$ cat src/rtl/btn_event_if.sv
// Button event bundle: tick/db toward the event decoder, registered event pulses back.
// The release event is carried as release_pulse because "release" is a reserved word.
interface btn_event_if #(
    parameter int CW = 8
);
    logic          tick;
    logic          db;
    logic          press;
    logic          release_pulse;
    logic          short_press;
    logic          double_press;
    logic          long_press;
    logic          held;
    logic [CW-1:0] press_count;

    modport master (
        output tick, db,
        input  press, release_pulse, short_press, double_press, long_press, held, press_count
    );

    modport slave (
        input  tick, db,
        output press, release_pulse, short_press, double_press, long_press, held, press_count
    );
endinterface

$ cat src/rtl/btn_event.sv
// Button event decoder: turns the debounced level into registered press/release/short/
// double/long pulses, a held level and a wrapping press counter. Timing counts ticks.
module btn_event #(
    parameter int LONG_TICKS = 50,
    parameter int DBL_TICKS  = 25,
    parameter int TW         = 8,
    parameter int CW         = 8
) (
    input  logic         clk,
    input  logic         rstb,
    btn_event_if.slave   bus
);
    typedef enum logic [2:0] {
        S_IGNORE   = 3'd0,
        S_IDLE     = 3'd1,
        S_PRESSED  = 3'd2,
        S_WAIT2    = 3'd3,
        S_PRESSED2 = 3'd4,
        S_LONG     = 3'd5
    } state_t;

    localparam logic [TW-1:0] LONG_T = TW'(LONG_TICKS);
    localparam logic [TW-1:0] DBL_T  = TW'(DBL_TICKS);

    state_t        state_r;
    state_t        state_next_s;
    logic          db_q_r;
    logic [TW-1:0] tcnt_r;
    logic [TW-1:0] tcnt_next_s;
    logic [TW-1:0] tcnt_inc_s;
    logic          rise_s;
    logic          fall_s;
    logic          press_s;
    logic          release_s;
    logic          short_s;
    logic          double_s;
    logic          long_s;
    logic          count_inc_s;

    assign rise_s     = bus.db & ~db_q_r;
    assign fall_s     = ~bus.db & db_q_r;
    assign tcnt_inc_s = tcnt_r + TW'(1);

    // State, previous-level and tick-counter registers; reset lands in IGNORE if the button is already down.
    always_ff @(posedge clk) begin
        if (rstb) begin
            state_r <= bus.db ? S_IGNORE : S_IDLE;
            db_q_r  <= bus.db;
            tcnt_r  <= {TW{1'b0}};
        end else begin
            state_r <= state_next_s;
            db_q_r  <= bus.db;
            tcnt_r  <= tcnt_next_s;
        end
    end

    // Next-state decision; an edge always wins over a tick arriving in the same cycle.
    always_comb begin
        state_next_s = state_r;
        case (state_r)
            S_IGNORE: begin
                if (fall_s) state_next_s = S_IDLE;
                else        state_next_s = S_IGNORE;
            end
            S_IDLE: begin
                if (rise_s) state_next_s = S_PRESSED;
                else        state_next_s = S_IDLE;
            end
            S_PRESSED: begin
                if (fall_s)                                 state_next_s = S_WAIT2;
                else if (bus.tick && (tcnt_inc_s == LONG_T)) state_next_s = S_LONG;
                else                                        state_next_s = S_PRESSED;
            end
            S_WAIT2: begin
                if (rise_s)                                 state_next_s = S_PRESSED2;
                else if (bus.tick && (tcnt_inc_s == DBL_T))  state_next_s = S_IDLE;
                else                                        state_next_s = S_WAIT2;
            end
            S_PRESSED2: begin
                if (fall_s)                                 state_next_s = S_IDLE;
                else if (bus.tick && (tcnt_inc_s == LONG_T)) state_next_s = S_LONG;
                else                                        state_next_s = S_PRESSED2;
            end
            S_LONG: begin
                if (fall_s) state_next_s = S_IDLE;
                else        state_next_s = S_LONG;
            end
            default: state_next_s = S_IDLE;
        endcase
    end

    // Event decisions and tick-counter update for the coming edge.
    always_comb begin
        press_s     = 1'b0;
        release_s   = 1'b0;
        short_s     = 1'b0;
        double_s    = 1'b0;
        long_s      = 1'b0;
        count_inc_s = 1'b0;
        tcnt_next_s = tcnt_r;
        case (state_r)
            S_IDLE: begin
                if (rise_s) begin
                    press_s     = 1'b1;
                    count_inc_s = 1'b1;
                    tcnt_next_s = {TW{1'b0}};
                end else begin
                    tcnt_next_s = tcnt_r;
                end
            end
            S_PRESSED, S_PRESSED2: begin
                if (fall_s) begin
                    release_s   = 1'b1;
                    double_s    = (state_r == S_PRESSED2);
                    tcnt_next_s = {TW{1'b0}};
                end else if (bus.tick) begin
                    tcnt_next_s = tcnt_inc_s;
                    long_s      = (tcnt_inc_s == LONG_T);
                end else begin
                    tcnt_next_s = tcnt_r;
                end
            end
            S_WAIT2: begin
                if (rise_s) begin
                    press_s     = 1'b1;
                    count_inc_s = 1'b1;
                    tcnt_next_s = {TW{1'b0}};
                end else if (bus.tick) begin
                    tcnt_next_s = tcnt_inc_s;
                    short_s     = (tcnt_inc_s == DBL_T);
                end else begin
                    tcnt_next_s = tcnt_r;
                end
            end
            S_LONG: begin
                if (fall_s) begin
                    release_s   = 1'b1;
                    tcnt_next_s = {TW{1'b0}};
                end else begin
                    tcnt_next_s = tcnt_r;
                end
            end
            default: tcnt_next_s = tcnt_r;
        endcase
    end

    // Output registers: one-cycle pulses, held level (masked while ignoring) and press counter.
    always_ff @(posedge clk) begin
        if (rstb) begin
            bus.press         <= 1'b0;
            bus.release_pulse <= 1'b0;
            bus.short_press   <= 1'b0;
            bus.double_press  <= 1'b0;
            bus.long_press    <= 1'b0;
            bus.held          <= 1'b0;
            bus.press_count   <= {CW{1'b0}};
        end else begin
            bus.press         <= press_s;
            bus.release_pulse <= release_s;
            bus.short_press   <= short_s;
            bus.double_press  <= double_s;
            bus.long_press    <= long_s;
            bus.held          <= (state_r == S_IGNORE) ? 1'b0 : db_q_r;
            bus.press_count   <= bus.press_count + {{(CW-1){1'b0}}, count_inc_s};
        end
    end
endmodule

$ cat src/flat_wrapper.sv
// flat-port wrapper written by rule: the top's interface ports become plain ports
module btn_event_flat 
#(
    parameter int LONG_TICKS = 50,
    parameter int DBL_TICKS  = 25,
    parameter int TW         = 8,
    parameter int CW         = 8
)
  (clk, rstb, bus_tick, bus_db, bus_press, bus_release_pulse, bus_short_press, bus_double_press, bus_long_press, bus_held, bus_press_count);
  btn_event_if #(.CW(CW)) bus_i ();
  input  logic clk;
  input  logic rstb;
  input wire logic [$bits(bus_i.tick)-1:0] bus_tick;
  input wire logic [$bits(bus_i.db)-1:0] bus_db;
  output wire logic [$bits(bus_i.press)-1:0] bus_press;
  output wire logic [$bits(bus_i.release_pulse)-1:0] bus_release_pulse;
  output wire logic [$bits(bus_i.short_press)-1:0] bus_short_press;
  output wire logic [$bits(bus_i.double_press)-1:0] bus_double_press;
  output wire logic [$bits(bus_i.long_press)-1:0] bus_long_press;
  output wire logic [$bits(bus_i.held)-1:0] bus_held;
  output wire logic [$bits(bus_i.press_count)-1:0] bus_press_count;
  assign bus_i.tick = bus_tick;
  assign bus_i.db = bus_db;
  assign bus_press = bus_i.press;
  assign bus_release_pulse = bus_i.release_pulse;
  assign bus_short_press = bus_i.short_press;
  assign bus_double_press = bus_i.double_press;
  assign bus_long_press = bus_i.long_press;
  assign bus_held = bus_i.held;
  assign bus_press_count = bus_i.press_count;
  btn_event #(.LONG_TICKS(LONG_TICKS), .DBL_TICKS(DBL_TICKS), .TW(TW), .CW(CW)) u_core (.clk(clk), .rstb(rstb), .bus(bus_i));
endmodule
$ cat config.mk
export PLATFORM = sky130hd
export DESIGN_NAME = btn_event_flat
export DESIGN_NICKNAME = d
export VERILOG_FILES = /design/src/rtl/btn_event_if.sv /design/src/rtl/btn_event.sv /design/src/flat_wrapper.sv
export SDC_FILE = /design/constraint.sdc
export NUM_CORES = 1
export LEC_CHECK = 0
export CORE_MARGIN = 10
export CORE_UTILIZATION = 45
export CTS_BUF_LIST = sky130_fd_sc_hd__clkbuf_16
export CTS_CLUSTER_DIAMETER = 30
export DETAILED_ROUTE_END_ITERATION = 8
export GPL_ROUTABILITY_DRIVEN = 0
export PLACE_DENSITY_LB_ADDON = 0.12
export SLEW_MARGIN = 20
export SYNTH_ARGS = -nofsm -noshare
export SYNTH_HDL_FRONTEND = slang
export SYNTH_SLANG_ARGS = --single-unit
$ cat constraint.sdc
create_clock -name clk -period 2.5 [get_ports clk]
set_input_delay 0.25 -clock clk [delete_from_list [all_inputs] [get_ports clk]]
set_output_delay 0.25 -clock clk [all_outputs]
set_load 0.005 [all_outputs]
# Yosys cells after proc, flatten, opt, wreduce, memory -nomap -nowiden
# Index checks and enable logic that the tools add are counted.
dict set report op_classes {
  mux 21
  n_reduce_logical 13
  bitwise_logic 9
  n_eq_ne 9
  n_addsub 2
}
# operator n
set ops {}
lappend ops {{8-bit two-way mux} 5}
lappend ops {{8-bit case mux with 4 select lines} 1}
lappend ops {{3-bit two-way mux} 6}
lappend ops {{3-bit case mux with 6 select lines} 1}
lappend ops {{8-bit by 1-bit adder with 8-bit output} 1}
lappend ops {{8-bit by 1-bit adder with 8-bit output (second input constant)} 1}
lappend ops {{8-bit by 5-bit == test with 1-bit output (second input constant)} 1}
lappend ops {{8-bit by 6-bit == test with 1-bit output (second input constant)} 1}
lappend ops {{2-bit OR reduction} 4}
lappend ops {{4-bit OR reduction} 2}
lappend ops {{1-bit inverter} 7}
lappend ops {{3-bit by 2-bit == test with 1-bit output (second input constant)} 2}
lappend ops {{3-bit == test (second input constant)} 2}
lappend ops {{1-bit two-way mux} 6}
lappend ops {{3-bit OR reduction} 2}
lappend ops {{2-bit two-way mux} 2}
lappend ops {{2-bit by 1-bit != test with 1-bit output (second input constant)} 2}
lappend ops {{4-bit nonzero test} 1}
lappend ops {{3-bit by 1-bit == test with 1-bit output (second input constant)} 1}
lappend ops {{3-bit logical NOT} 1}
lappend ops {{3-bit AND reduction} 1}
lappend ops {{1-bit AND} 2}
lappend ops {{1-bit logical AND} 2}
dict set report word_totals {
  inputBits 4
  word_cells 64
  out_inout_bits 14
  reg_bits 26
}

# Logic depth before layout (Yosys ltp)
# Gate-level depths: netlist of the first run.
dict set report logic_depth {
  word_depth 7
  mapped_depth 8
  ltp_nobuf 7
}

# Least setup slack after synthesis of the first run
# OpenSTA, ideal clock, no wires.
dict set report synth_timing {
  path_kind {register to register}
  startpoint {reg u_core.tcnt_r[3]}
  endpoint {reg u_core.state_r[1]}
  path_buffers 1
  setup_slack_ps 673
  required_ps 2380
  t_arrival_ps 1707
  stages_incl_launch_ff 7
  synth_period_minus_slack_ps 1827
  setup_ps 120
  cell_sequence {dfxtp_1 buf_6 and3_4 and3_4 or3_1 a221o_1 a211o_1}
}
dict set report synth_via {
  elab_chain_len 7
  word_cells_on_any_way 11
  cone_classes {1 x add/sub; 2 x eq/ne; 6 x mux; 2 x reduce/logical}
}
# element line
set synth_lines {}
lappend synth_lines {{start, declared} btn_event.sv:28} ;# logic [TW-1:0] tcnt_r;
lappend synth_lines {{start signal, assigned} btn_event.sv:49} ;# tcnt_r <= {TW{1'b0}};
lappend synth_lines {{start signal, assigned} btn_event.sv:53} ;# tcnt_r <= tcnt_next_s;
lappend synth_lines {{8-bit by 1-bit adder with 8-bit output *} btn_event.sv:42} ;# assign tcnt_inc_s = tcnt_r + TW'(1);
lappend synth_lines {{8-bit by 5-bit == test with 1-bit output / 8-bit by 6-bit == test with 1-bit output (equally long branches)} {btn_event.sv:76, btn_event.sv:71}}
lappend synth_lines {{1-bit logical AND, on equally long branches} {btn_event.sv:76, btn_event.sv:71}}
lappend synth_lines {{2-bit two-way mux / 3-bit two-way mux (equally long branches)} {btn_event.sv:76, btn_event.sv:71}}
lappend synth_lines {{3-bit two-way mux, on equally long branches} {btn_event.sv:75, btn_event.sv:70}}
lappend synth_lines {{3-bit case mux with 6 select lines *} btn_event.sv:60} ;# case (state_r)
lappend synth_lines {{3-bit two-way mux *} btn_event.sv:46} ;# if (rstb) begin
lappend synth_lines {{end signal, assigned} btn_event.sv:47} ;# state_r <= bus.db ? S_IGNORE : S_IDLE;
lappend synth_lines {{end signal, assigned} btn_event.sv:51} ;# state_r <= state_next_s;
lappend synth_lines {{end, declared} btn_event.sv:25} ;# state_t state_r;
# Mark *: on every way between the ends. The rest lies on a longest branch, timed or not.
# A chain may end at the register's enable or synchronous reset.

# Final worst setup path of the first run
dict set report layout_timing {
  startpoint {in bus_db}
  endpoint {reg u_core.tcnt_r[5]}
}
dict set report layout_via {
  elab_chain_len 4
  word_cells_on_any_way 9
  cone_classes {2 x eq/ne; 3 x mux; 3 x bitwise; 1 x reduce/logical}
}
# element line
set layout_lines {}
lappend layout_lines {{start, declared} flat_wrapper.sv:14} ;# input wire logic [$bits(bus_i.db)-1:0] bus_db;
lappend layout_lines {{1-bit inverter} btn_event.sv:41} ;# assign fall_s = ~bus.db & db_q_r;
lappend layout_lines {{1-bit AND} btn_event.sv:41}
lappend layout_lines {{8-bit two-way mux / 2-bit by 1-bit != test with 1-bit output (equally long branches)} --}
lappend layout_lines {{8-bit case mux with 4 select lines / 3-bit AND reduction (equally long branches)} --}
# Parallel ways exist; a longest one is shown, timed or not.

==> out/qor.txt, run 1 <==
run status: finished, final reports clean
via count: 1191
Max Transition Viols Final: 0
Clock Power Share: 39.3%
number of nets produced by synthesis: 171
Clk pin slew, worst setup/hold paths: 0.06 ns
CTS tree: yes
count leader, synth: sky130_fd_sc_hd__dfxtp_1
number of register bits inferred by synthesis: 26
fraction of final layout cells with drive strength greater than 1: 5.65%
sequential share of power: 42.4%
Main synth FF type: sky130_fd_sc_hd__dfxtp_1
1st-iter DRT viols: 57
CP Capture Type: flip-flop
number of search-and-repair iterations in the first detailed-routing pass: 6
worst-case hold slack: 0.522 ns
final count of hold timing violations: 0
cts bufs inserted: 3
type of the worst setup path: input port to flip-flop
startpoint kind of the worst setup timing path: input port
GRT Util Overall: 11.0%
count of antenna-violating nets left after detailed routing: 0
actual slew at the worst max-slew pin: 0.535 ns
global route overflow: 0
maximum number of pins on one net before global-route repair: 16
Detail Placement HPWL: 2.26 mm
shortest clock period the worst path allows after layout: 2.01 ns
CTS root buffer: sky130_fd_sc_hd__clkbuf_16
Internal Pwr Total: 0.000850 W
portion of synthesized cell area occupied by the leading cell type: 37.6%
total DRC errors in the routed layout: 0
Async SR Flop Fraction: 0%
total net switching power: 0.000299 W
class of the tightest hold or removal check: flip-flop to flip-flop
Sum Neg Setup Slack: 0 ns
# IOs: 18
Worst Slack Setup Final: 0.489 ns
data required time of the critical path: 2.68 ns
quantity of hold-fixing buffers added after cts: 0
instance area after placement: 1560 µm²
setup repair after global routing missed its margin: false
clock latency of the later-clocked register in the worst-skew pair: 0.25 ns
count of port buffers added during placement: 17
largest area contributor in the netlist: sky130_fd_sc_hd__dfxtp_1
arrival time worst endpoint: 2.19 ns
WL per Instance: 14.2 µm
Net Sw Frac: 26.0%
area of the core region: 3000 µm²
timing-limited maximum frequency: 0.497 GHz
maximum fanout along the worst path: 9
worst setup slack before clock tree synthesis: 0.241 ns
count of flip-flops with a built-in enable after synthesis: 0
Final period util: 80.4%
vias per cell: 5.67
via count of the first global-routing pass: 1122
Leakage: 0.635 nW
Max Clock Skew: 0.00313 ns
DIE AREA: 5700 µm²
initial cell density of the core: 46.1%
Post-Synthesis Cell Area: 1390 µm²
clock sink count: 26
post-cts sizing count: 0
setup violation total in the final timing report: 0
Max-Slew Margin vs Limit: 63.4%
area growth from synthesis to layout: 20.4%
y dimension of the die: 75.5 µm
Comb power frac: 18.3%
sequential area share after synthesis: 37.6%
Distinct cells, synth: 39
Warnings, synthesis: 0
Worst VDD drop: 316 µV
Total Wirelength: 2.98 mm
Mapped Avg Cell Area: 8.55 µm²
floorplan die width: 75.5 µm
synth top area cells: sky130_fd_sc_hd__dfxtp_1 38%, sky130_fd_sc_hd__xor2_1 7.0%, sky130_fd_sc_hd__nor2_1 5.7%
Core Rows: 20
final design instance area without fill: 1670 µm²
Pwr Density: 689 nW/µm²
Max Cap Viol: 0
Total Power Consumption: 0.00115 W
H-tree levels: 1
synthesized instance count: 162
ant diodes: 0
leading post-synthesis cells by instance count: 26 x sky130_fd_sc_hd__dfxtp_1, 21 x sky130_fd_sc_hd__nor2_1, 11 x sky130_fd_sc_hd__a21oi_1, 11 x sky130_fd_sc_hd__xor2_1
number of nets in the layout: 187
deepest clock path buffer count: 2
first-pass GRT wire length: 5.00 mm
number of antenna violations at the first check in global routing: 0
number of setup buffers added after CTS: 0
registers in the layout, summed over array words and instances (netlist names):
| signal | cells |
|---|---|
| u_core.tcnt_r | 8 |
| u_core.bus.double_press | 1 |
| u_core.bus.long_press | 1 |
| u_core.bus.press | 1 |
| u_core.bus.release_pulse | 1 |
| u_core.state_r | 3 |
| u_core.bus.held | 1 |
| u_core.bus.short_press | 1 |
| u_core.bus.press_count | 8 |
| u_core.db_q_r | 1 |
through the flow:
stage | util [%] | cells
6_report | 55.5 | 210
5_1_grt | 55.5 | 210
4_1_cts | 55.5 | 210
3_5_place_dp | 52.0 | 206
3_3_place_gp | 52.0 | 206
2_1_floorplan | - | 162
power groups by stage:
stage	logic (W)	clock network [W]	registers [W]
CTS	0.000211	0.000460	0.000486
detailed placement	0.000208	0	0.000497
global route	0.000239	0.000474	0.000493
floorplan	0.000185	0	0.000462
finish	0.000210	0.000452	0.000487
global placement	0.000205	0	0.000496
cells by family (layout without fill, tap and decap cells):
group           count (synthesis)  in the layout  share of synthesized area, %
compound gates                 34             34                          15.9
xor+xnor                       17             17                          10.7
fa+ha+maj                       5              5                          4.52
buf+inv                        12             27                          4.34
flops                          26             26                          37.6
mux                             1              1                         0.723
simple gates                   67             67                          26.2
worst paths after layout:
check,start,endpoint,slack (ns),depth (start not counted)
setup / recovery,bus_db,u_core.tcnt_r[5],0.49,5
hold / removal,u_core.bus.press_count[7],u_core.bus.press_count[7],0.52,2
setup reg to reg,u_core.tcnt_r[0],u_core.state_r[1],0.53,5
hold reg to reg,u_core.bus.press_count[7],u_core.bus.press_count[7],0.52,2
cells in the final DEF (no fill, tap or decap), types with 2 or more instances in the layout:
cell                              instances
sky130_fd_sc_hd__o211ai_1                 4
sky130_fd_sc_hd__or3_1                    3
sky130_fd_sc_hd__xnor2_1                  6
sky130_fd_sc_hd__and3_1                   5
sky130_fd_sc_hd__nand3_1                  7
sky130_fd_sc_hd__ha_1                     5
sky130_fd_sc_hd__nor2b_1                  6
sky130_fd_sc_hd__nand4_1                  2
sky130_fd_sc_hd__and3_4                   2
sky130_fd_sc_hd__nand2_1                  7
sky130_fd_sc_hd__xor2_1                  11
sky130_fd_sc_hd__clkdlybuf4s50_1         17
sky130_fd_sc_hd__nor3_1                   5
sky130_fd_sc_hd__o21ai_0                  5
sky130_fd_sc_hd__nor2_1                  21
sky130_fd_sc_hd__inv_1                    5
sky130_fd_sc_hd__nand2b_1                 2
sky130_fd_sc_hd__clkbuf_16                3
sky130_fd_sc_hd__o21ai_1                  4
sky130_fd_sc_hd__a21oi_1                 11
sky130_fd_sc_hd__dfxtp_1                 26
per-layer routing:
layer  global-route usage (%)  vias to the layer above  routed length (µm)
met5                        0                        -                   0
met3                     2.60                        6                 188
li1                         -                      595                   -
met4                     4.74                        0                  49
met1                     13.2                      560                1340
met2                     18.3                       30                1400
worst max-delay path: stages:
cell and delay [ns]:
sky130_fd_sc_hd__clkdlybuf4s50_1 0.56, sky130_fd_sc_hd__and3b_1 0.32, sky130_fd_sc_hd__or4_4 0.57, sky130_fd_sc_hd__or3_1 0.35, sky130_fd_sc_hd__a21oi_1 0.14
area by class of cell:
cell class	instances	area, µm²
Clock buffer	3	75.1
Clock inverter	1	30.0
Fill cell	290	1340
Inverter	5	18.8
Multi-Input combinational cell	124	805
Sequential cell	26	520
Tap cell	33	41.3
Timing Repair Buffer	18	178
Power figures use the tool's default switching activity.
==> run 2: changes to the inputs <==
- clock period: 2.5 -> 2.1 ns (I/O delays scaled with it)
==> out/qor.txt, run 2 (synthesis results as in run 1) <==
run status: finished, final reports clean
timing-limited maximum frequency: 0.507 GHz
via count: 1214
number of search-and-repair iterations in the first detailed-routing pass: 4
setup repair after global routing missed its margin: false
commonest non-fill, non-tap cells in the layout: 26 x sky130_fd_sc_hd__dfxtp_1, 21 x sky130_fd_sc_hd__nor2_1, 17 x sky130_fd_sc_hd__clkdlybuf4s50_1
instance area after placement: 1620 µm²
first-pass GRT wire length: 5.38 mm
Register-to-Register Setup Slack: 0.13 ns
largest registers in the final layout: u_core.bus.press_count: 8 flops, u_core.tcnt_r: 8 flops, u_core.state_r: 3 flops
quantity of hold-fixing buffers added after cts: 0
DIE AREA: 5700 µm²
Worst Hold End: u_core.bus.press_count[7]
final count of hold timing violations: 0
Total Power Consumption: 0.00127 W
count of cells along the worst register-to-register path: 5
Worst path max stage delay: 0.45 ns
most frequent standard cell in the layout excluding fill and tap cells: sky130_fd_sc_hd__dfxtp_1
GRT Util Overall: 12.1%
via count of the first global-routing pass: 1190
ant diodes: 0
most congested layer reported by global routing: met2
startpoint kind of the worst setup timing path: flip-flop
worst setup slack before clock tree synthesis: 0.0621 ns
Sum Neg Setup Slack: 0 ns
number of instances in the placed design: 214
setup violation total in the final timing report: 0
# IOs: 18
number of setup buffers added after CTS: 0
Total Wirelength: 3.18 mm
Max Transition Viols Final: 0
arrival time worst endpoint: 2.12 ns
met3 usage: 2.73%
H-tree levels: 1
WL per Instance: 14.7 µm
Max Clock Skew: 0.00334 ns
clock latency of the later-clocked register in the worst-skew pair: 0.26 ns
Leakage: 0.661 nW
cell class contributing the biggest share of worst-path delay: compound AO/OA/AOI/OAI gates
RR Startpoint: u_core.tcnt_r[0]
shortest clock period the worst path allows after layout: 1.97 ns
Worst VDD drop: 402 µV
Max Cap Viol: 0
final design instance area without fill: 1700 µm²
global routing met2 resource utilization: 20.3%
CTS tree: yes
Pwr Density: 750 nW/µm²
vias per cell: 5.59
1st-iter DRT viols: 67
cell with the largest stage delay on the worst path: sky130_fd_sc_hd__a221o_1
area taken by flip-flops and latches: 520 µm²
CTS root buffer: sky130_fd_sc_hd__clkbuf_16
count of port buffers added during placement: 17
y dimension of the die: 75.5 µm
number of antenna violations at the first check in global routing: 0
post-cts sizing count: 0
Detail Placement HPWL: 2.34 mm
FF-to-FF End: u_core.state_r[1]
min-delay src: u_core.bus.press_count[7]
number of stages on the worst hold path: 2
Final period util: 93.9%
number of nets in the layout: 195
cts bufs inserted: 3
deepest clock path buffer count: 2
fraction of met1 tracks used by global routing: 14.4%
total DRC errors in the routed layout: 0
Clk pin slew, worst setup/hold paths: 0.06 ns
maximum fanout along the worst path: 5
global route overflow: 0
fraction of final layout cells with drive strength greater than 1: 9.24%
initial cell density of the core: 46.1%
critical-path cell list: ha_1 > and3_4 > or3_1 > a221o_1 > a211o_1
data required time of the critical path: 2.24 ns
Max-Slew Margin vs Limit: 67.2%
Core Rows: 20
area growth from synthesis to layout: 22.6%
maximum number of pins on one net before global-route repair: 14
floorplan die width: 75.5 µm
post-route non-filler standard cell count: 217
type of the worst setup path: flip-flop to flip-flop
number of fill cells in the layout: 282
count of antenna-violating nets left after detailed routing: 0
clock sink count: 26
area of the multi-input gates: 805 µm²
Worst Slack Setup Final: 0.128 ns
buffers plus inverters on the worst setup path: 0
area of the core region: 3000 µm²
actual slew at the worst max-slew pin: 0.479 ns
CP Capture Type: flip-flop
class of the tightest hold or removal check: flip-flop to flip-flop
## run 2: final cells by class
type / count / share of cell area, %
multi-input combinational: 124 / 47.4
sequential: 26 / 30.7
timing repair buffer: 26 / 14.0
clock buffer: 3 / 4.42
tap: 33 / 2.43
inverter: 5 / 1.11
## run 2: metrics by stage
| stage | hold slack (ns) | utilization [%] |
|---|---|---|
| global placement | 0.497 | 54.0 |
| floorplan | 0.238 | - |
| CTS | 0.534 | 56.5 |
| finish | 0.535 | 56.5 |
| global route | 0.566 | 56.5 |
| detailed placement | 0.522 | 54.0 |
## run 2: how the worst max path moves through the flow
stage                     startpoint                   endpoint  slack, ns  cells after the start
global placement              bus_db  u_core.bus.press_count[7]       0.12                      9
finish              u_core.tcnt_r[0]          u_core.state_r[1]       0.13                      5
floorplan           u_core.tcnt_r[3]          u_core.state_r[1]       0.27                      6
global route        u_core.tcnt_r[0]          u_core.state_r[1]       0.05                      5
detailed placement            bus_db  u_core.bus.press_count[7]       0.06                      9
CTS                 u_core.tcnt_r[0]          u_core.state_r[1]       0.13                      5
## run 2: routing by layer
layer | vias to the layer above | wire length (µm)
met3 | 5 | 180
met4 | 0 | 48
met1 | 576 | 1420
li1 | 608 | -
met2 | 25 | 1530
met5 | - | 0
## run 2: tightest hold or removal path: stages, from the launching register on
cell and delay (ns):
sky130_fd_sc_hd__dfxtp_1 0.34, sky130_fd_sc_hd__xor2_1 0.08, sky130_fd_sc_hd__nor2_1 0.08
## run 2: power by group
group / leakage, nW / internal, W / total [W] / switching [W]
Sequential: 0.211 / 0.000523 / 0.000582 / 0.0000591
Clock: 0.0370 / 0.000252 / 0.000413 / 0.000161
Combinational: 0.413 / 0.000131 / 0.000278 / 0.000147
